### src/rtl/fifo_rr_scheduler.sv
// fifo_rr_scheduler: round-robin producer arbiter and reader scheduler for one shared FIFO.
// It issues at most one FIFO strobe per cycle. A burst counter forces a read after MAX_BURST writes.
`timescale 1ns/1ps
module fifo_rr_scheduler #(
    parameter int unsigned NREQ      = 4,
    parameter int unsigned DW        = 8,
    parameter int unsigned MAX_BURST = 4
) (
    input  logic               clk,
    input  logic               rst,
    input  logic [NREQ-1:0]    req,
    input  logic [NREQ*DW-1:0] din_bus,
    output logic [NREQ-1:0]    ack,
    output logic [2:0]         grant_id,
    input  logic               rd_req,
    output logic               rd_valid,
    output logic [DW-1:0]      rd_data,
    output logic               fifo_wr,
    output logic               fifo_rd,
    output logic [DW-1:0]      fifo_din,
    input  logic [DW-1:0]      fifo_dout,
    input  logic               fifo_full,
    input  logic               fifo_empty
);
    localparam int unsigned PW   = $clog2(NREQ);
    localparam logic [3:0]  BMAX = 4'(MAX_BURST);

    typedef enum logic [1:0] {OP_IDLE, OP_WRITE, OP_READ} op_t;

    logic [PW-1:0] r_ptr;
    logic [3:0]    r_bcnt;
    logic          r_rd_valid;
    logic [DW-1:0] r_rd_data;

    logic          w_wok;
    logic          w_rok;
    op_t           w_op;
    logic          w_found;
    logic [PW:0]   w_sum;
    logic [PW-1:0] w_winner;
    logic [PW:0]   w_nxt_sum;
    logic [PW-1:0] w_ptr_nxt;

    // Scan req starting at r_ptr and wrap modulo NREQ. The first requester found wins.
    always_comb begin
        w_found  = 1'b0;
        w_winner = '0;
        w_sum    = '0;
        for (int unsigned k = 0; k < NREQ; k++) begin
            w_sum = {1'b0, r_ptr} + (PW+1)'(k);
            if (w_sum >= (PW+1)'(NREQ))
                w_sum = w_sum - (PW+1)'(NREQ);
            if (!w_found && req[w_sum[PW-1:0]]) begin
                w_found  = 1'b1;
                w_winner = w_sum[PW-1:0];
            end
        end
        w_nxt_sum = {1'b0, w_winner} + (PW+1)'(1);
        w_ptr_nxt = (w_nxt_sum == (PW+1)'(NREQ)) ? '0 : w_nxt_sum[PW-1:0];
    end

    // r_bcnt saturates at BMAX. Once both sides are eligible, reaching BMAX hands the cycle to the reader.
    always_comb begin
        w_wok = w_found && !fifo_full;
        w_rok = rd_req && !fifo_empty;
        if (rst)
            w_op = OP_IDLE;
        else if (w_wok && (!w_rok || r_bcnt < BMAX))
            w_op = OP_WRITE;
        else if (w_rok)
            w_op = OP_READ;
        else
            w_op = OP_IDLE;
    end

    always_comb begin
        fifo_wr  = (w_op == OP_WRITE);
        fifo_rd  = (w_op == OP_READ);
        ack      = fifo_wr ? (NREQ'(1) << w_winner) : '0;
        grant_id = fifo_wr ? 3'(w_winner) : 3'd0;
        fifo_din = din_bus[w_winner*DW +: DW];
    end

    always_ff @(posedge clk or posedge rst) begin
        if (rst) begin
            r_ptr      <= '0;
            r_bcnt     <= '0;
            r_rd_valid <= 1'b0;
            r_rd_data  <= '0;
        end else begin
            r_rd_valid <= (w_op == OP_READ);
            if (w_op == OP_READ)
                r_rd_data <= fifo_dout;
            if (w_op == OP_WRITE)
                r_ptr <= w_ptr_nxt;
            if (!w_rok || w_op == OP_READ)
                r_bcnt <= '0;
            else if (w_op == OP_WRITE && r_bcnt < BMAX)
                r_bcnt <= r_bcnt + 4'd1;
        end
    end

    assign rd_valid = r_rd_valid;
    assign rd_data  = r_rd_data;

endmodule

### config.mk
export PLATFORM = sky130hd
export DESIGN_NAME = fifo_rr_scheduler
export DESIGN_NICKNAME = d
export VERILOG_FILES = /design/src/rtl/fifo_rr_scheduler.sv
export SDC_FILE = /design/constraint.sdc
export NUM_CORES = 1
export LEC_CHECK = 0
export CORE_AREA = 2 2 68 63
export CTS_CLUSTER_DIAMETER = 60
export CTS_CLUSTER_SIZE = 14
export DETAILED_ROUTE_END_ITERATION = 16
export DIE_AREA = 0 0 70 65
export DONT_BUFFER_PORTS = 1
export PLACE_DENSITY = 0.49
export SYNTH_ARGS = -nofsm -noshare
export SYNTH_HDL_FRONTEND = slang
export SYNTH_SLANG_ARGS = --single-unit
### constraint.sdc
create_clock -name clk -period 1.65 [get_ports clk]
set_clock_uncertainty 0.05 [all_clocks]
set_input_delay 0.2475 -clock clk [delete_from_list [all_inputs] [get_ports clk]]
set_output_delay 0.2475 -clock clk [all_outputs]
set_load 0.05 [all_outputs]
==> impl_metrics.tcl <==
set metrics [dict create \
    drc 0 \
    synth_area_leader_cell "dfrtp_1" \
    dieArea_sq_um 4550 \
    p_sw_share_pct 41.86 \
    firstDrtPassIters 4 \
    synthCells 100 \
    stdcell_area_sq_um 2091 \
    muxShareOfSynthArea_pct 35.33 \
    r2r_cells 8 \
    layout_common_cells "mux2i_4 (24), dfrtp_1 (14), buf_12 (13)" \
    min_path_type "in2reg" \
    cp_common_cell "mux2i_4" \
    initial_core_util_pct 28.36 \
    crit_buf_inv 3 \
    arrival_ns 1.88 \
    synth_xor_area_share_pct 0 \
    violations "negative setup slack" \
    timing.final.ws_setup_ns -0.5286 \
    r2r_start "r_bcnt[3]$_DFFE_PP0P_" \
    synthAdderAreaFrac_pct 5.643 \
    crit_end "fifo_din[2]" \
    worst_path_largest_cell_delay_ns 0.42 \
    io_buffer_count 0 \
    grt_max_degree 14 \
    fmax_ghz 0.4590 \
    routed_wl_um 3194 \
    dp_slack_ns -0.3060 \
    combPwrFrac_pct 69.1 \
    setup.worst_path.class "reg2out" \
    yosys.area_share.simple_pct 13.54 \
    drt_iter0_markers 24 \
    grt_pass1_wl_um 4885 \
    end_kind "primary output" \
    crit_slowest_cell "dfrtp_1" \
    vdd_ir_drop_max_mv 0.8743 \
    cap_violations 0 \
    worstPathRequired_ns 1.35 \
    finalPower_uw 3050 \
    dp.cells 161 \
    pwr-share-clk_pct 9.4 \
    powerDensity_nw_per_um2 1459 \
    seq_area_frac_synth_pct 33.86 \
    synth_seq_cells 15 \
    mostFrequentLayoutCell "mux2i_4" \
    clk_latency_ns 0.24 \
    grt-ovfl-total 0 \
    ys_types 26 \
    synth-compound-area-share_pct 5.079 \
    syn-cell-area_sq_um 1109 \
    cts_sinks 15 \
    yosys_warnings 0 \
    die_y_um 65 \
    ios 75 \
    stdcell_count 180 \
    postSynthAreaPerCell_sq_um 11.09 \
    cts_buffers 3 \
    outcome "finished, violations left" \
    rsz0062_at_grt "yes" \
    die-width_um 70 \
    post_drt_wl_per_cell_um 17.74 \
    grt_pass1_vias 993 \
    seq_power_share_pct 21.5 \
    dp.final_hpwl_um 2057 \
    hold_viol 0 \
    critPathLaunch "r_ptr[1]$_DFFE_PP0P_" \
    fillerInstances 318 \
    drive_gt1_share_pct 71.21 \
    switchingPower_uw 1277 \
    path_max_fanout 5 \
    syn_nets 154 \
    viasPerCell 5.000 \
    rr_endpoint "r_ptr[1]$_DFFE_PP0P_" \
    synth_top_area_share_pct 33.86 \
    coreArea_sq_um 3909 \
    finalSetupViolations 27 \
    finalNetCount 187 \
    start_kind "register" \
    maxSlewHeadroom_pct 66.65 \
    setup_tns_ns -8.380 \
    leakage_uw 0.0008439 \
    clockBufferDepth 2 \
    n_antenna_cell 0 \
    synth.area.top_cells "dfrtp_1 (34%), mux2i_1 (23%), mux2_4 (11%), ha_1 (5.6%), and3_2 (2.7%)" \
    internal-power_uw 1773 \
    root_buffer "clkbuf_8" \
    cts_tree "done" \
    synth_top_family_by_area "multiplexers" \
    antenna_found_initial 0 \
    antenna_left 0 \
    worst-path-stages 8 \
    std_cell_rows 22 \
    syn_to_final_growth_pct 88.60 \
    track_usage_pct 13.61 \
    period_needed_ns 2.179 \
    dpl_cell_area_sq_um 1587 \
    rrSetupSlack_ns -0.37 \
    worstPathCellList "nand2_1, nand3b_1, a2bb2oi_2, buf_4, clkbuf_16, mux2i_4, mux2i_4, buf_12" \
    worst_slew_pin_slew_ns 0.5003 \
    clkTransAtPathRegs_ns 0.06 \
    drv_slew 0 \
    critPathTopFamily "buffers and inverters" \
    gp_congestion 0.8009 \
    fin_crit_sh_pct 132.0 \
    htreeDepth 1 \
    vias 900 \
]
## cell families after synthesis
logic type / Yosys count
multiplexers: 35
flip-flops: 15
AO/OA/AOI/OAI: 8
other: 1
adder cells (fa/ha/maj): 5
buffers and inverters: 12
AND/OR/NAND/NOR: 24
## per-stage QoR
stage          util [%]  hold slack [ns]
2_1_floorplan         -           0.1584
3_3_place_gp      40.59          0.05598
3_5_place_dp      40.59          0.05993
4_1_cts           49.68          0.06132
5_1_grt           53.49          0.08093
6_report          53.49          0.06955
## registers in the layout, summed over array words and instances, names as in the netlist
register,flops
rd_valid,1
rd_data,8
r_ptr,2
r_bcnt,4
## worst min path at each step
stage / endpoint / depth (start not counted) / start / slack (ns)
global route: r_bcnt[3]$_DFFE_PP0P_ / 2 / rst / 0.08
global placement: r_ptr[0]$_DFFE_PP0P_ / 1 / rst / 0.06
detailed placement: r_ptr[0]$_DFFE_PP0P_ / 1 / rst / 0.06
finish: r_bcnt[3]$_DFFE_PP0P_ / 2 / rst / 0.07
CTS: r_bcnt[3]$_DFFE_PP0P_ / 2 / rst / 0.06
floorplan: r_bcnt[0]$_DFFE_PP0P_ / 1 / rst / 0.16
## Yosys cell counts (all sizes together)
master and n:
nor2 5, dfrtp 15, a211oi 1, nand3b 2, nor4 1, inv 6, or2 1, a21oi 5
mux2 9, nand2 4, mux2i 26, nor3 1, and3 4, ha 5, nand3 1, and2 3
a311oi 1, conb 1, nor3b 1, a2bb2oi 1, or3 1, buf 6
## per-layer routing
metal	up-vias	track usage, %	wire length (um)
met5	-	0	0
met4	0	3.606	0
met3	0	4.044	209
met2	38	23.57	1706
met1	444	16.55	1278
li1	418	-	-
## area by class of cell
| class | count | area [sq um] | share of cell area, % |
|---|---|---|---|
| Clock buffer | 3 | 41.29 | 1.975 |
| Clock inverter | 1 | 5.005 | 0.2394 |
| Inverter | 6 | 27.53 | 1.317 |
| Multi-Input combinational cell | 73 | 1066 | 50.99 |
| Sequential cell | 15 | 376.6 | 18.01 |
| Tap cell | 48 | 60.06 | 2.873 |
| Timing Repair Buffer | 34 | 514.2 | 24.60 |
## power groups by stage
stage / Combinational (uW) / Clock, uW / Sequential (uW)
after global routing: 2200 / 314 / 664
after detailed placement: 1530 / 0 / 662
after CTS: 1900 / 298 / 656
after global placement: 1500 / 0 / 656
final: 2110 / 287 / 656
after floorplan: 1040 / 0 / 645
## what timing repair did
action                     in CTS  in global routing
setup endpoints to repair      27                 27
resized for setup              43                 13
cloned                          2                  2
hold buffers                    1                  0
buffers inserted                5                  8
pin swaps                       3                  6
hold endpoints to repair        2                  0
Note: power is estimated with default switching activity, not from simulation.
